**src/rtl/move_queue_pkg.sv**
```systemverilog
// Shared move encoding for the cube robot: move-code width, face/direction
// constants, FSM state types and the terminator test.
package rbot_moves_pkg;

    localparam int MOVE_W          = 4;
    localparam int NUM_VALID_MOVES = 12;

    typedef logic [MOVE_W-1:0] move_t;

    // Move code = face*2 + dir
    localparam logic [2:0] FACE_U  = 3'd0;
    localparam logic [2:0] FACE_D  = 3'd1;
    localparam logic [2:0] FACE_F  = 3'd2;
    localparam logic [2:0] FACE_B  = 3'd3;
    localparam logic [2:0] FACE_L  = 3'd4;
    localparam logic [2:0] FACE_R  = 3'd5;
    localparam logic       DIR_CW  = 1'b0;
    localparam logic       DIR_CCW = 1'b1;

    localparam move_t MOVE_TERM = 4'd15;

    typedef enum logic [0:0] {
        L_IDLE   = 1'b0,
        L_UNPACK = 1'b1
    } load_state_t;

    typedef enum logic [2:0] {
        I_IDLE      = 3'd0,
        I_START     = 3'd1,
        I_WAIT_BUSY = 3'd2,
        I_WAIT_DONE = 3'd3,
        I_SETTLE    = 3'd4
    } issue_state_t;

    // Codes 12..15 end a packed burst
    function automatic logic is_terminator(input move_t m);
        return (m >= move_t'(NUM_VALID_MOVES));
    endfunction

    function automatic move_t make_move(input logic [2:0] face, input logic dir);
        return {face, dir};
    endfunction

endpackage

```
**src/rtl/move_queue_if.sv**
```systemverilog
// Handshake between the move queue (master) and the stepper executor (slave).
interface move_queue_if;
    import rbot_moves_pkg::*;

    move_t next_move;
    logic  move_start;
    logic  move_done;
    logic  seq_done;

    modport master (
        output next_move,
        output move_start,
        output seq_done,
        input  move_done
    );

    modport slave (
        input  next_move,
        input  move_start,
        input  seq_done,
        output move_done
    );
endinterface

```
**src/rtl/move_queue_fifo.sv**
```systemverilog
// Circular move FIFO with wrapping pointers; push and pop may coincide.
module move_fifo
    import rbot_moves_pkg::*;
#(
    parameter int DEPTH = 64
) (
    input  logic                       clock,
    input  logic                       reset,
    input  logic                       push,
    input  logic                       pop,
    input  move_t                      din,
    output move_t                      dout,
    output logic                       full,
    output logic                       empty,
    output logic [$clog2(DEPTH+1)-1:0] count
);
    localparam int PTR_W = $clog2(DEPTH);
    localparam int CNT_W = $clog2(DEPTH+1);

    move_t            mem_r [DEPTH];
    logic [PTR_W-1:0] wr_ptr_r;
    logic [PTR_W-1:0] rd_ptr_r;
    logic [CNT_W-1:0] count_r;

    // Storage write; contents need no reset since occupancy gates reads
    always_ff @(posedge clock) begin
        if (push) begin
            mem_r[wr_ptr_r] <= din;
        end
    end

    // Pointer and occupancy bookkeeping; DEPTH is a power of two so pointers wrap naturally
    always_ff @(posedge clock) begin
        if (reset) begin
            wr_ptr_r <= '0;
            rd_ptr_r <= '0;
            count_r  <= '0;
        end else begin
            if (push) begin
                wr_ptr_r <= wr_ptr_r + PTR_W'(1);
            end
            if (pop) begin
                rd_ptr_r <= rd_ptr_r + PTR_W'(1);
            end
            case ({push, pop})
                2'b10:   count_r <= count_r + CNT_W'(1);
                2'b01:   count_r <= count_r - CNT_W'(1);
                default: count_r <= count_r;
            endcase
        end
    end

    assign dout  = mem_r[rd_ptr_r];
    assign full  = (count_r == CNT_W'(DEPTH));
    assign empty = (count_r == '0);
    assign count = count_r;

endmodule

```
**src/rtl/move_queue.sv**
```systemverilog
// Move queue: unpacks a packed burst of moves into a FIFO and feeds them one
// at a time to the stepper executor with a settle gap after each move.
module move_queue
    import rbot_moves_pkg::*;
#(
    parameter int DEPTH         = 64,
    parameter int MAX_LOAD      = 50,
    parameter int SETTLE_CYCLES = 25000
) (
    input  logic                       clock,
    input  logic                       reset,
    input  logic                       load,
    input  logic [MOVE_W*MAX_LOAD-1:0] seq,
    output logic                       loading,
    output logic                       overflow,
    output logic [$clog2(DEPTH+1)-1:0] count,
    move_queue_if.master               exe
);
    localparam int IDX_W = $clog2(MAX_LOAD);
    localparam int SET_W = $clog2(SETTLE_CYCLES+1);

    load_state_t                l_state_r;
    logic [MOVE_W*MAX_LOAD-1:0] shift_r;
    logic [IDX_W-1:0]           idx_r;
    logic                       loading_r;
    logic                       overflow_r;

    issue_state_t               i_state_r;
    logic [SET_W-1:0]           settle_r;
    move_t                      next_move_r;
    logic                       move_start_r;
    logic                       seq_done_r;
    logic                       issued_r;

    move_t                      cur_s;
    move_t                      head_s;
    logic                       push_s;
    logic                       pop_s;
    logic                       full_s;
    logic                       empty_s;

    move_fifo #(.DEPTH(DEPTH)) u_fifo (
        .clock (clock),
        .reset (reset),
        .push  (push_s),
        .pop   (pop_s),
        .din   (cur_s),
        .dout  (head_s),
        .full  (full_s),
        .empty (empty_s),
        .count (count)
    );

    // Current move under the unpacker, and FIFO push/pop strobes
    always_comb begin
        cur_s  = shift_r[MOVE_W-1:0];
        push_s = 1'b0;
        pop_s  = 1'b0;
        if ((l_state_r == L_UNPACK) && !is_terminator(cur_s) && !full_s) begin
            push_s = 1'b1;
        end else begin
            push_s = 1'b0;
        end
        if ((i_state_r == I_IDLE) && !empty_s && exe.move_done) begin
            pop_s = 1'b1;
        end else begin
            pop_s = 1'b0;
        end
    end

    // Loader FSM: capture a burst, then scan one move per cycle until terminator or last slot
    always_ff @(posedge clock) begin
        if (reset) begin
            l_state_r  <= L_IDLE;
            shift_r    <= '0;
            idx_r      <= '0;
            loading_r  <= 1'b0;
            overflow_r <= 1'b0;
        end else begin
            case (l_state_r)
                L_IDLE: begin
                    if (load) begin
                        shift_r   <= seq;
                        idx_r     <= '0;
                        loading_r <= 1'b1;
                        l_state_r <= L_UNPACK;
                    end
                end
                L_UNPACK: begin
                    if (!is_terminator(cur_s) && full_s) begin
                        overflow_r <= 1'b1;
                    end
                    shift_r <= shift_r >> MOVE_W;
                    idx_r   <= idx_r + IDX_W'(1);
                    if (is_terminator(cur_s) || (idx_r == IDX_W'(MAX_LOAD-1))) begin
                        loading_r <= 1'b0;
                        l_state_r <= L_IDLE;
                    end
                end
                default: begin
                    loading_r <= 1'b0;
                    l_state_r <= L_IDLE;
                end
            endcase
        end
    end

    // Issue FSM: pop, pulse start, follow executor busy/done, then settle before the next move
    always_ff @(posedge clock) begin
        if (reset) begin
            i_state_r    <= I_IDLE;
            settle_r     <= '0;
            next_move_r  <= '0;
            move_start_r <= 1'b0;
            seq_done_r   <= 1'b0;
            issued_r     <= 1'b0;
        end else begin
            move_start_r <= 1'b0;
            seq_done_r   <= 1'b0;
            case (i_state_r)
                I_IDLE: begin
                    if (pop_s) begin
                        next_move_r  <= head_s;
                        move_start_r <= 1'b1;
                        issued_r     <= 1'b1;
                        i_state_r    <= I_START;
                    end
                end
                I_START: begin
                    i_state_r <= I_WAIT_BUSY;
                end
                I_WAIT_BUSY: begin
                    if (!exe.move_done) begin
                        i_state_r <= I_WAIT_DONE;
                    end
                end
                I_WAIT_DONE: begin
                    if (exe.move_done) begin
                        settle_r  <= SET_W'(SETTLE_CYCLES-1);
                        i_state_r <= I_SETTLE;
                    end
                end
                I_SETTLE: begin
                    if (settle_r == '0) begin
                        i_state_r <= I_IDLE;
                        // Only report a drain when something was actually issued
                        if (empty_s && !loading_r && issued_r) begin
                            seq_done_r <= 1'b1;
                            issued_r   <= 1'b0;
                        end
                    end else begin
                        settle_r <= settle_r - SET_W'(1);
                    end
                end
                default: begin
                    i_state_r <= I_IDLE;
                end
            endcase
        end
    end

    assign loading        = loading_r;
    assign overflow       = overflow_r;
    assign exe.next_move  = next_move_r;
    assign exe.move_start = move_start_r;
    assign exe.seq_done   = seq_done_r;

endmodule

```
**src/flat_wrapper.sv**
```systemverilog
// flat-port wrapper written by rule: the top's interface ports become plain ports
module move_queue_flat import rbot_moves_pkg::*;
#(
    parameter int DEPTH         = 64,
    parameter int MAX_LOAD      = 50,
    parameter int SETTLE_CYCLES = 25000
)
  (clock, reset, load, seq, loading, overflow, count, exe_next_move, exe_move_start, exe_seq_done, exe_move_done);
  move_queue_if exe_i ();
  input  logic clock;
  input  logic reset;
  input  logic load;
  input  logic [MOVE_W*MAX_LOAD-1:0] seq;
  output logic loading;
  output logic overflow;
  output logic [$clog2(DEPTH+1)-1:0] count;
  output wire logic [$bits(exe_i.next_move)-1:0] exe_next_move;
  output wire logic [$bits(exe_i.move_start)-1:0] exe_move_start;
  output wire logic [$bits(exe_i.seq_done)-1:0] exe_seq_done;
  input wire logic [$bits(exe_i.move_done)-1:0] exe_move_done;
  assign exe_next_move = exe_i.next_move;
  assign exe_move_start = exe_i.move_start;
  assign exe_seq_done = exe_i.seq_done;
  assign exe_i.move_done = exe_move_done;
  move_queue #(.DEPTH(DEPTH), .MAX_LOAD(MAX_LOAD), .SETTLE_CYCLES(SETTLE_CYCLES)) u_core (.clock(clock), .reset(reset), .load(load), .seq(seq), .loading(loading), .overflow(overflow), .count(count), .exe(exe_i));
endmodule
```
**config.mk**
```make
export PLATFORM = sky130hd
export DESIGN_NAME = move_queue_flat
export DESIGN_NICKNAME = d
export VERILOG_FILES = /design/src/rtl/move_queue_pkg.sv /design/src/rtl/move_queue_if.sv /design/src/rtl/move_queue_fifo.sv /design/src/rtl/move_queue.sv /design/src/flat_wrapper.sv
export SDC_FILE = /design/constraint.sdc
export NUM_CORES = 1
export LEC_CHECK = 0
export BUFFER_PORTS_ARGS = -buffer_cell sky130_fd_sc_hd__buf_2
export CAP_MARGIN = 0
export CORE_ASPECT_RATIO = 0.75
export CORE_MARGIN = 4
export CORE_UTILIZATION = 55
export DETAILED_ROUTE_END_ITERATION = 8
export PLACE_DENSITY = 0.71
export SYNTH_ARGS = -nofsm -noshare
export SYNTH_HDL_FRONTEND = slang
export SYNTH_SLANG_ARGS = --single-unit
```
**constraint.sdc**
```tcl
create_clock -name clock -period 7.5 [get_ports clock]
set_input_delay 0.375 -clock clock [delete_from_list [all_inputs] [get_ports clock]]
set_output_delay 0.375 -clock clock [all_outputs]
set_load 0.02 [all_outputs]
```
==> qor.csv, run 1 <==
stage,metric,value,unit
drt,DRC violations left,0,
setup_path,CP top delay family,simple AND/OR/NAND/NOR gates,
setup_path,worst endpoint required time,7.97,ns
flow_run,Max-Cap Viols,0,
pwr,clock share of power,36.5,%
synth,Synth Area per Inst,11.3,um2
sta,Tightest Pin Transition,1.29,ns
synth,post-synthesis mux area share,16.4,%
floorplan,die width,236,um
pwr,Internal,4.80,mW
synth,"Seq/Total Area, Yosys",59.2,%
synth,Post-synth EDFFs,256,
pwr,pwr dens,266,mW/mm2
synth,yosys warns,0,
drt,routed length per instance,19.4,um
pwr,peak supply drop,0.000188,V
clock_network,clock tree buffer depth,3,
pwr,Gate power share,14.6,%
hold_path,HP Class,primary input to flop,
setup_path,CP Launch Type,flop,
drt,Routed Antenna Nets,0,
sta,Max Clk Rate,0.249,GHz
global_routing,first-pass GRT wire length,77.3,mm
synth,Yosys top cell area share,35.7,%
synth,Synth Area in Simple Gates,12.0,%
pwr,Reg power frac,48.8,%
sta,Tcrit/Tclk final,53.5,%
drt,Total Wirelength,50.7,mm
sta,Tmin final,4.02,ns
setup_path,"Arr. time, crit path",4.48,ns
place,Area after DPL,0.0228,mm2
drt,Via density,5.66,
global_routing,vias in the first global route,13800,
drt,1st-iter DRT viols,1368,
setup_path,crit path cell chain,nor4_1 > nand3b_1 > nand3_1 > inv_2 > ha_1 > xor2_1 > ha_1 > a21oi_1 > o21ai_1 > a21oi_1 > xnor2_1 > or3_1 > a21oi_1,
drt,DRT Pass-1 Iters,5,
clock_network,TritonCTS Buffers,48,
sta,clock skew after layout,0.0214,ns
synth,post-synth top area cell,edfxtp_1,
synth,Commonest cells post-synth,"500 x nor2_1, 256 x edfxtp_1, 253 x dfxtp_1",
sta,Max transition margin,13.7,%
clock_network,hold buffer count at cts,0,
clock_network,clk_lat worst skew,0.56,ns
place,HPWL reported at the end of detailed placement,32.3,mm
synth,post-synthesis xor/xnor area fraction,1.14,%
final_layout,area delta synth->final,13.3,%
clock_network,"Setup Fix Bufs, Post-CTS",0,
clock_network,clock transition at the registers of the reported paths,0.06,ns
floorplan,die area,0.0424,mm2
synth,top post-synthesis cells by area,"edfxtp_1 36%, dfxtp_1 24%, mux2i_1 11%",
pwr,sw power,1.68,mW
clock_network,CTS resizes,0,
final_layout,sequential cell area,0.0128,mm2
synth,Syn Inst Count,1913,
synth,Adder-Cell Fraction of Synth Area,0.465,%
clock_network,htree depth,2,
clock_network,root buf cell,clkbuf_16,
setup_path,Crit-path slowest cell,nor4_1,
place,Final Wtd Congestion,0.823,
sta,setup TNS,0,ns
setup_path,largest fanout on the critical path,12,
final_layout,fraction of layout cells with a size suffix above 1,17.9,%
floorplan,row count,62,
setup_path,kind of end point of the critical path,flop,
global_routing,GRT Residual Overflow,0,
sta,final setup fails,0,
pwr,sw frac,25.9,%
setup_path,Setup CP Type,flop to flop,
setup_path,Buf/Inv on CP,1,
synth,Main synth FF type,edfxtp_1,
sta,RSZ-0062 raised after global routing,false,
synth,#FFs+latches synth,509,
floorplan,Ports,219,
setup_path,"reg-to-reg slack, setup",3.48,ns
floorplan,Starting Density,56.0,%
final_layout,multi-input logic area,0.00819,mm2
sta,fin. max-slew vios,0,
global_routing,initial antenna violation count,14,
floorplan,core area,0.0385,mm2
status,status,"finished, final reports clean",
synth,compound-cell area share of the yosys netlist,8.00,%
synth,"FFs w/ async S/R, synth",0,%
setup_path,"most used cell, CP",a21oi_1,
setup_path,max incr delay on CP,0.55,ns
sta,final hold viol count,0,
synth,Mapped Area,0.0215,mm2
global_routing,GRT Overall Usage,23.0,%
final_layout,filler cell count,3039,
synth,syn nets,2125,
synth,largest family of logic cells by synthesized area,multiplexers,
clock_network,CTS Sinks,509,
place,Port Buffers,218,
final_layout,fin area,0.0244,mm2
final_layout,# nets final,2272,
floorplan,die extent in y,179,um
synth,"count leader, synth",nor2_1,
drt,Vias,14800,
synth,"Distinct cells, synth",63,
clock_network,TritonCTS clock tree,yes,
pwr,P_leak,9.44,nW
global_routing,largest net degree at the start of global routing,122,
-- power groups by stage --
stage	Sequential, mW	Combinational [mW]	Clock, mW
2_1_floorplan	3.20	0.690	0
3_3_place_gp	3.21	0.916	0
3_5_place_dp	3.22	0.944	0
4_1_cts	3.16	0.951	2.41
5_1_grt	3.18	1.05	2.53
6_report	3.16	0.949	2.37
-- kinds of logic after synthesis --
| kind of cell | Yosys count |
|---|---|
| AO/OA/AOI/OAI | 310 |
| buffers and inverters | 145 |
| flip-flops | 509 |
| multiplexers | 290 |
| AND/OR/NAND/NOR | 623 |
| XOR/XNOR | 28 |
| adder cells (fa/ha/maj) | 8 |
-- state kept, by name, summed over array words and instances (netlist names), 3 cells and up --
name and cells:
u_core.u_fifo.wr_ptr_r 6, u_core.u_fifo.count 7, u_core.settle_r 15, u_core.exe.next_move 4
u_core.u_fifo.mem_r 256, u_core.u_fifo.rd_ptr_r 6, u_core.shift_r 200, u_core.idx_r 6
u_core.i_state_r 3
-- path summary, 6_finish.rpt --
check	startpoint	endpoint	cells past startpoint
worst max register to register	u_core.u_fifo.count[5]	u_core.u_fifo.count[4]	13
worst min register to register	u_core.overflow	u_core.overflow	2
worst min-delay path	seq[199]	u_core.shift_r[199]	3
worst max-delay path	u_core.u_fifo.count[5]	u_core.u_fifo.count[4]	13
-- cells in the final DEF (no fill, tap or decap), types with 9 or more instances in the layout --
master,instances
xnor2_1,13
xor2_1,15
buf_4,15
dfxtp_1,246
buf_2,216
nand3b_1,9
mux4_2,50
nor3_1,13
mux2i_1,235
nand2_1,33
nor2_1,500
nor2b_1,12
o21ai_0,17
a21oi_1,233
clkbuf_16,49
clkbuf_1,15
nand3_1,15
diode_2,9
clkinv_2,9
edfxtp_1,256
-- through the flow --
step                instances  power [mW]  utilization (%)  hold WS, ns  setup WS [ns]
floorplan                1913        3.89                -        0.445           4.19
global route             2613        6.76             63.4        0.112           3.20
detailed placement       2522        4.16             59.4        0.461           3.59
global placement         2522        4.13             59.4        0.451           3.77
finish                   2617        6.48             63.4        0.118           3.48
CTS                      2608        6.52             63.3       0.0915           3.54
-- routing by layer --
metal  GRT usage, %  share of wire, %  wire, um  up-vias
met5              0              0.22       112        -
met4           7.08               2.4      1220       16
met3           6.07               8.2      4170       94
met2           34.3                45     22800      507
met1           33.3                44     22400     7077
li1               -                 -         -     7128
-- worst reg2reg max path, cell delays in order, from the launching register on --
cell and delay [ns]:
dfxtp_1 0.38, nor4_1 0.55, nand3b_1 0.22, nand3_1 0.51, inv_2 0.20, ha_1 0.38
xor2_1 0.19, ha_1 0.21, a21oi_1 0.28, o21ai_1 0.13, a21oi_1 0.27, xnor2_1 0.12
or3_1 0.33, a21oi_1 0.16
-- final cells by class --
cell class              count  share of cell area (%)
flip-flops and latches    509                    52.3
multi-input cells        1259                    33.6
clock buffers              71                    5.65
repair buffers            233                    5.01
well taps                 512                    2.63
clock inverters            15                   0.600
inverters                   9                   0.138
diodes                      9                  0.0923
No activity file was read; power rests on OpenSTA's default activity.
==> run 2, diff against run 1 <==
--- a/config.mk
+++ b/config.mk
@@ -5,13 +5,14 @@
 export SDC_FILE = /design/constraint.sdc
 export NUM_CORES = 1
 export LEC_CHECK = 0
+export ABC_AREA = 1
 export BUFFER_PORTS_ARGS = -buffer_cell sky130_fd_sc_hd__buf_2
 export CAP_MARGIN = 0
 export CORE_ASPECT_RATIO = 0.75
 export CORE_MARGIN = 4
-export CORE_UTILIZATION = 55
+export CORE_UTILIZATION = 54
 export DETAILED_ROUTE_END_ITERATION = 8
-export PLACE_DENSITY = 0.71
+export PLACE_DENSITY = 0.73
 export SYNTH_ARGS = -nofsm -noshare
 export SYNTH_HDL_FRONTEND = slang
 export SYNTH_SLANG_ARGS = --single-unit
==> constraint.sdc (replaced) <==
create_clock -name clock -period 3.4 [get_ports clock]
set_input_delay 0.17 -clock clock [delete_from_list [all_inputs] [get_ports clock]]
set_output_delay 0.17 -clock clock [all_outputs]
set_load 0.02 [all_outputs]
==> qor.csv, run 2 <==
stage,metric,value,unit,change
synth,Syn Inst Count,2847,,was 1913
synth,compound-cell area share of the yosys netlist,8.79,%,was 8.00%
sta,fin. max-slew vios,0,,unchanged
global_routing,initial antenna violation count,6,,was 14
setup_path,CP top delay family,simple AND/OR/NAND/NOR gates,,unchanged
clock_network,root buf cell,clkbuf_16,,unchanged
sta,final setup fails,0,,unchanged
pwr,peak supply drop,0.000469,V,was 0.000188 V
setup_path,worst endpoint required time,3.86,ns,was 7.97 ns
final_layout,# nets final,3375,,was 2272
pwr,sw power,5.17,mW,was 1.68 mW
synth,"Distinct cells, synth",47,,was 63
sta,final setup margin,0.465,ns,was 3.48 ns
final_layout,"most common cell after layout, fill and taps aside",nand2_1,,was nor2_1
setup_path,max incr delay on CP,0.44,ns,was 0.55 ns
drt,routed length per instance,17.3,um,was 19.4 um
global_routing,vias in the first global route,20000,,was 13.8k
drt,Via density,5.51,,was 5.66
floorplan,die area,0.0466,mm2,was 0.0424 mm2
clock_network,clock tree buffer depth,3,,unchanged
sta,clock skew after layout,0.0252,ns,was 0.0214 ns
drt,Routed Antenna Nets,0,,unchanged
status,status,finished with violations,,"was finished, final reports clean"
clock_network,CTS resizes,0,,unchanged
synth,Mapped Area,0.0233,mm2,was 0.0215 mm2
synth,post-synth top area cell,edfxtp_1,,unchanged
clock_network,htree depth,2,,unchanged
drt,DRC violations left,0,,unchanged
synth,Yosys top cell area share,33.0,%,was 35.7%
synth,top post-synthesis cells by area,"edfxtp_1 33%, dfxtp_1 22%, nand2_1 12%",,"was edfxtp_1 36%, dfxtp_1 24%, mux2i_1 11%"
final_layout,fin cells,3779,,was 2617
sta,final hold viol count,1,,was 0
synth,Synth Area per Inst,8.18,um2,was 11.3 um2
sta,RSZ-0062 raised after global routing,false,,unchanged
place,Final Wtd Congestion,0.869,,was 0.823
hold_path,hold path depth,5,,was 3
final_layout,sequential cell area,0.0128,mm2,unchanged
sta,Max transition margin,24.7,%,was 13.7%
floorplan,Ports,219,,unchanged
sta,Tcrit/Tclk final,86.3,%,was 53.5%
final_layout,max reg flops,256,,unchanged
synth,yosys warns,0,,unchanged
synth,largest family of logic cells by synthesized area,simple AND/OR/NAND/NOR gates,,was multiplexers
pwr,sw frac,31.4,%,was 25.9%
global_routing,GRT Overall Usage,27.3,%,was 23.0%
sta,Tightest Pin Transition,1.13,ns,was 1.29 ns
place,DP Worst Slack,0.537,ns,was 3.59 ns
synth,Commonest cells post-synth,"719 x nand2_1, 459 x inv_1, 355 x nand3_1",,"was 500 x nor2_1, 256 x edfxtp_1, 253 x dfxtp_1"
drt,Vias,20800,,was 14.8k
global_routing,GRT Residual Overflow,0,,unchanged
final_layout,"commonest cells after routing, fill and taps aside","718 x nand2_1, 457 x inv_1, 355 x nand3_1",,"was 500 x nor2_1, 256 x edfxtp_1, 246 x dfxtp_1"
setup_path,Setup CP Type,flop to flop,,unchanged
clock_network,TritonCTS Buffers,50,,was 48
clock_network,clk_lat worst skew,0.57,ns,was 0.56 ns
sta,Max Clk Rate,0.341,GHz,was 0.249 GHz
drt,DRT Pass-1 Iters,5,,unchanged
setup_path,CP Launch Type,flop,,unchanged
synth,Post-synth EDFFs,256,,unchanged
sta,Tmin final,2.94,ns,was 4.02 ns
place,HPWL reported at the end of detailed placement,37.8,mm,was 32.3 mm
status,failing checks,hold timing,,
clock_network,TritonCTS clock tree,yes,,unchanged
sta,worst hold slack,-0.000670,ns,was 0.118 ns
pwr,pwr dens,584,mW/mm2,was 266 mW/mm2
synth,#FFs+latches synth,509,,unchanged
setup_path,largest fanout on the critical path,10,,was 12
floorplan,die width,248,um,was 236 um
synth,Adder-Cell Fraction of Synth Area,0.430,%,was 0.465%
clock_network,"Setup Fix Bufs, Post-CTS",0,,unchanged
setup_path,Buf/Inv on CP,4,,was 1
pwr,Gate power share,23.8,%,was 14.6%
sta,setup TNS,0,ns,unchanged
global_routing,first-pass GRT wire length,103,mm,was 77.3 mm
synth,"Seq/Total Area, Yosys",54.8,%,was 59.2%
synth,post-synthesis mux area share,0,%,was 16.4%
setup_path,kind of end point of the critical path,flop,,unchanged
setup_path,crit path cell chain,nor2_1 > nand3_1 > nor3b_2 > nor2_4 > inv_2 > ha_1 > xnor2_1 > inv_1 > ha_1 > inv_1 > nand2_1 > a21oi_1 > xor2_1 > o21ai_0 > inv_1,,was nor4_1 > nand3b_1 > nand3_1 > inv_2 > ha_1 > xor2_1 > ha_1 > a21oi_1 > o21ai_1 > a21oi_1 > xnor2_1 > or3_1 > a21oi_1
setup_path,Crit-path slowest cell,ha_1,,was nor4_1
pwr,clock share of power,34.1,%,was 36.5%
synth,Synth Area in Simple Gates,24.6,%,was 12.0%
final_layout,Reg with most FFs,u_core.u_fifo.mem_r,,unchanged
pwr,Reg power frac,42.1,%,was 48.8%
synth,syn nets,3059,,was 2125
place,Port Buffers,218,,unchanged
setup_path,Worst R2R Path Depth,15,,was 13
pwr,P_leak,12.8,nW,was 9.44 nW
setup_path,"Arr. time, crit path",3.40,ns,was 4.48 ns
final_layout,area delta synth->final,21.1,%,was 13.3%
flow_run,Max-Cap Viols,0,,unchanged
synth,post-synthesis xor/xnor area fraction,0.790,%,was 1.14%
global_routing,largest net degree at the start of global routing,149,,was 122
final_layout,filler cell count,3249,,was 3039
setup_path,"most used cell, CP",inv_1,,was a21oi_1
floorplan,die extent in y,188,um,was 179 um
final_layout,Largest regs,"u_core.u_fifo.mem_r (256), u_core.shift_r (200), u_core.settle_r (15)",,unchanged
clock_network,CTS Sinks,509,,unchanged
place,dpl cells,3495,,was 2522
pwr,Internal,11.3,mW,was 4.80 mW
hold_path,HP Class,primary input to flop,,unchanged
setup_path,Worst path depth,15,,was 13
floorplan,row count,65,,was 62
synth,"FFs w/ async S/R, synth",0,%,unchanged
final_layout,fraction of layout cells with a size suffix above 1,11.6,%,was 17.9%
floorplan,Starting Density,55.0,%,was 56.0%
floorplan,core area,0.0424,mm2,was 0.0385 mm2
synth,Main synth FF type,edfxtp_1,,unchanged
drt,1st-iter DRT viols,2373,,was 1368
drt,Total Wirelength,65.2,mm,was 50.7 mm
final_layout,multi-input logic area,0.00807,mm2,was 0.00819 mm2
clock_network,clock transition at the registers of the reported paths,0.06,ns,about the same
synth,"count leader, synth",nand2_1,,was nor2_1
[run 2: routing by layer]
layer  vias up  global-route usage (%)  part of all wire (%)
met1      9649                    37.7                    42
met2      1074                    42.0                    45
li1       9818                       -                     -
met4         0                    11.3                   4.2
met3       273                    5.86                   9.0
met5         -                       0                     0
[run 2: cell families after synthesis]
logic type / count (synthesis)
AOI/OAI and AO/OA: 318
xor gates and xnor gates: 21
adders and majority gates: 8
buffers and inverters: 633
DFF: 509
and+or+nand+nor: 1358
[run 2: timing repair]
item / CTS / global route
hold buffers: 185 / 0
endpoints found under the hold margin: 185 / 0
endpoints found under the setup margin: 0 / 0
[run 2: layout make-up]
type / instances / share of cell area [%]
multi-input cells: 1705 / 28.6
flip-flops and latches: 509 / 45.3
inverters: 467 / 6.26
repair buffers: 430 / 11.4
diodes: 6 / 0.0532
well taps: 569 / 2.52
clock buffers: 66 / 4.94
clock inverters: 27 / 0.958
[run 2: stage by stage]
step	util (%)	power (mW)	area (um2)
final	66.6	16.5	28200
after global routing	66.6	17.3	28200
after CTS	66.5	16.4	28200
after detailed placement	58.2	10.7	24700
after global placement	58.2	10.6	24700
after floorplan	-	9.71	23300
[run 2: final timing paths]
path              slack (ns)                      to              startpoint
hold reg to reg         0.47     u_core.shift_r[199]     u_core.shift_r[199]
hold / removal       -0.0007     u_core.shift_r[161]                seq[161]
setup reg to reg        0.46  u_core.u_fifo.count[4]  u_core.u_fifo.count[0]
setup / recovery        0.46  u_core.u_fifo.count[4]  u_core.u_fifo.count[0]
[run 2: power groups by stage]
| stage | Combinational, mW | Sequential (mW) | Clock (mW) |
|---|---|---|---|
| after floorplan | 2.63 | 7.08 | 0 |
| after global placement | 3.55 | 7.05 | 0 |
| after detailed placement | 3.65 | 7.06 | 0 |
| after CTS | 3.83 | 6.93 | 5.68 |
| after global routing | 4.36 | 6.96 | 5.96 |
| final | 3.92 | 6.94 | 5.61 |
[run 2: tightest hold or removal path: stages]
cell,delay [ns]
buf_2,0.08
inv_1,0.03
o21ai_0,0.15
o21ai_0,0.07
inv_1,0.04
==> run 3, diff against run 2 <==
--- a/config.mk
+++ b/config.mk
@@ -6,13 +6,14 @@
 export NUM_CORES = 1
 export LEC_CHECK = 0
 export ABC_AREA = 1
-export BUFFER_PORTS_ARGS = -buffer_cell sky130_fd_sc_hd__buf_2
 export CAP_MARGIN = 0
 export CORE_ASPECT_RATIO = 0.75
 export CORE_MARGIN = 4
-export CORE_UTILIZATION = 54
+export CORE_UTILIZATION = 55
 export DETAILED_ROUTE_END_ITERATION = 8
-export PLACE_DENSITY = 0.73
+export DONT_BUFFER_PORTS = 1
+export PLACE_DENSITY = 0.69
+export REMOVE_ABC_BUFFERS = 1
 export SYNTH_ARGS = -nofsm -noshare
 export SYNTH_HDL_FRONTEND = slang
 export SYNTH_SLANG_ARGS = --single-unit
==> qor.csv, run 3 (same netlist as run 2, synthesis figures left out) <==
stage,metric,value,unit,change
clock_network,clock tree buffer depth,3,,unchanged
sta,final hold viol count,0,,was 1
flow_run,Max-Cap Viols,0,,unchanged
setup_path,Setup CP Type,flop to flop,,unchanged
final_layout,# nets final,3182,,was 3375
floorplan,die width,246,um,was 248 um
final_layout,Largest regs,"u_core.u_fifo.mem_r (256), u_core.shift_r (200), u_core.settle_r (15)",,unchanged
final_layout,Reg with most FFs,u_core.u_fifo.mem_r,,unchanged
drt,1st-iter DRT viols,1944,,was 2373
sta,Tightest Pin Transition,0.912,ns,was 1.13 ns
sta,Max transition margin,39.2,%,was 24.7%
sta,Max Clk Rate,0.357,GHz,was 0.341 GHz
final_layout,sequential cell area,0.0128,mm2,unchanged
final_layout,"commonest cells after routing, fill and taps aside","718 x nand2_1, 457 x inv_1, 355 x nand3_1",,unchanged
global_routing,GRT Residual Overflow,0,,unchanged
pwr,pwr dens,599,mW/mm2,was 584 mW/mm2
final_layout,"most common cell after layout, fill and taps aside",nand2_1,,unchanged
final_layout,Finished Core Util,66.3,%,was 66.6%
clock_network,root buf cell,clkbuf_16,,unchanged
clock_network,clk_lat worst skew,0.58,ns,was 0.57 ns
setup_path,max incr delay on CP,0.43,ns,was 0.44 ns
drt,Routed Antenna Nets,0,,unchanged
clock_network,htree depth,2,,unchanged
drt,top layer in use,met4,,unchanged
final_layout,fraction of layout cells with a size suffix above 1,5.32,%,was 11.6%
setup_path,largest fanout on the critical path,10,,unchanged
clock_network,TritonCTS clock tree,yes,,unchanged
final_layout,max reg flops,256,,unchanged
drt,met3 wire len,4.93,mm,was 5.87 mm
sta,final setup margin,0.599,ns,was 0.465 ns
place,DP Worst Slack,0.616,ns,was 0.537 ns
floorplan,die area,0.0457,mm2,was 0.0466 mm2
global_routing,first-pass GRT wire length,98.7,mm,was 103 mm
sta,RSZ-0062 raised after global routing,false,,unchanged
setup_path,"reg-to-reg slack, setup",0.60,ns,was 0.46 ns
pwr,peak supply drop,0.000416,V,was 0.000469 V
drt,Total Wirelength,61.8,mm,was 65.2 mm
status,status,"finished, final reports clean",,was finished with violations
place,Port Buffers,0,,was 218
setup_path,"most used cell, CP",inv_1,,unchanged
global_routing,GRT Overall Usage,26.6,%,was 27.3%
sta,worst hold slack,0.000194,ns,was -0.000670 ns
place,dpl cells,3273,,was 3495
clock_network,"Setup Fix Bufs, Post-CTS",0,,unchanged
floorplan,row count,64,,was 65
clock_network,CTS resizes,0,,unchanged
clock_network,hold buffer count at cts,207,,was 185
drt,Vias,19500,,was 20.8k
drt,DR WL met2,29.0,mm,was 29.4 mm
pwr,P_leak,12.1,nW,was 12.8 nW
global_routing,initial antenna violation count,9,,was 6
hold_path,hold path depth,3,,was 5
final_layout,area delta synth->final,17.7,%,was 21.1%
clock_network,clock transition at the registers of the reported paths,0.06,ns,about the same
setup_path,CP Launch Type,flop,,unchanged
drt,routed length per instance,17.2,um,was 17.3 um
sta,clock skew after layout,0.0211,ns,was 0.0252 ns
final_layout,fin cells,3581,,was 3779
drt,DRC violations left,0,,unchanged
sta,fin. max-slew vios,0,,unchanged
setup_path,worst endpoint required time,3.87,ns,was 3.86 ns
final_layout,multi-input logic area,0.00807,mm2,unchanged
setup_path,Worst R2R Path Depth,15,,unchanged
place,Final Wtd Congestion,0.903,,was 0.869
final_layout,filler cell count,3266,,was 3249
floorplan,Starting Density,56.4,%,was 55.0%
floorplan,core area,0.0413,mm2,was 0.0424 mm2
hold_path,HP Class,primary input to flop,,unchanged
drt,DRT Pass-1 Iters,6,,was 5
pwr,Overall Power,16.4,mW,was 16.5 mW
setup_path,"Arr. time, crit path",3.27,ns,was 3.40 ns
setup_path,crit path cell chain,nor2_1 > nand3_1 > nor3b_2 > nor2_4 > inv_2 > ha_1 > xnor2_1 > inv_1 > ha_1 > inv_1 > nand2_1 > a21oi_1 > xor2_1 > o21ai_0 > inv_1,,unchanged
sta,Tmin final,2.80,ns,was 2.94 ns
clock_network,CTS Sinks,509,,unchanged
place,HPWL reported at the end of detailed placement,35.5,mm,was 37.8 mm
clock_network,TritonCTS Buffers,49,,was 50
global_routing,vias in the first global route,19000,,was 20.0k
floorplan,Ports,219,,unchanged
drt,Via density,5.46,,was 5.51
sta,Tcrit/Tclk final,82.4,%,was 86.3%
setup_path,kind of end point of the critical path,flop,,unchanged
floorplan,die extent in y,186,um,was 188 um
drt,M1 wire length,26.1,mm,was 27.2 mm
sta,final setup fails,0,,unchanged
global_routing,largest net degree at the start of global routing,158,,was 149
setup_path,Crit-path slowest cell,dfxtp_1,,was ha_1
-- run 3: cell types whose count changed in the layout (fill, tap and decap cells not counted), sizes merged, moves of 4 or more --
cell,delta
bufinv,+4
dlygate4sd3,+20
buf,-212
clkinv,+4
diode,+4
clkbuf,-10
-- run 3: area by class of cell --
type | instances | share of cell area (%)
diodes | 10 | 0.0913
clock inverters | 35 | 1.48
well taps | 561 | 2.56
multi-input cells | 1705 | 29.4
flip-flops and latches | 509 | 46.6
clock buffers | 56 | 4.72
inverters | 467 | 6.45
repair buffers | 238 | 8.69
-- run 3: routing by layer --
metal / up-vias / global-route usage [%]
li1: 9432 / -
met4: 0 / 8.85
met5: - / 0
met3: 158 / 5.46
met1: 9115 / 35.3
met2: 836 / 44.4
-- run 3: path summary, 6_finish.rpt --
kind / start / to
setup / recovery: u_core.u_fifo.count[0] / u_core.u_fifo.count[4]
hold / removal: reset / u_core.shift_r[1]
setup reg to reg: u_core.u_fifo.count[0] / u_core.u_fifo.count[4]
hold reg to reg: u_core.settle_r[14] / u_core.settle_r[14]
-- run 3: stage by stage --
stage	instance area (um2)	TNS, ns
floorplan	22600	-327.98
global placement	23600	0
detailed placement	23600	0
CTS	27400	0
global route	27400	0
finish	27400	0
-- run 3: power breakdown --
part           leakage [nW]  internal, mW  total (mW)  switching [mW]
Sequential             4.43          6.72        6.99           0.278
Combinational          6.81          1.22        3.65            2.43
Clock                 0.824          3.41        5.77            2.36
-- run 3: worst max-delay path, delay by kind of cell (launching register included) --
family | cells | cell delay [ns]
fa+ha+maj | 2 | 0.56
compound gates | 2 | 0.33
xor+xnor | 2 | 0.28
simple gates | 5 | 0.78
buf+inv | 4 | 0.32
flops | 1 | 0.43
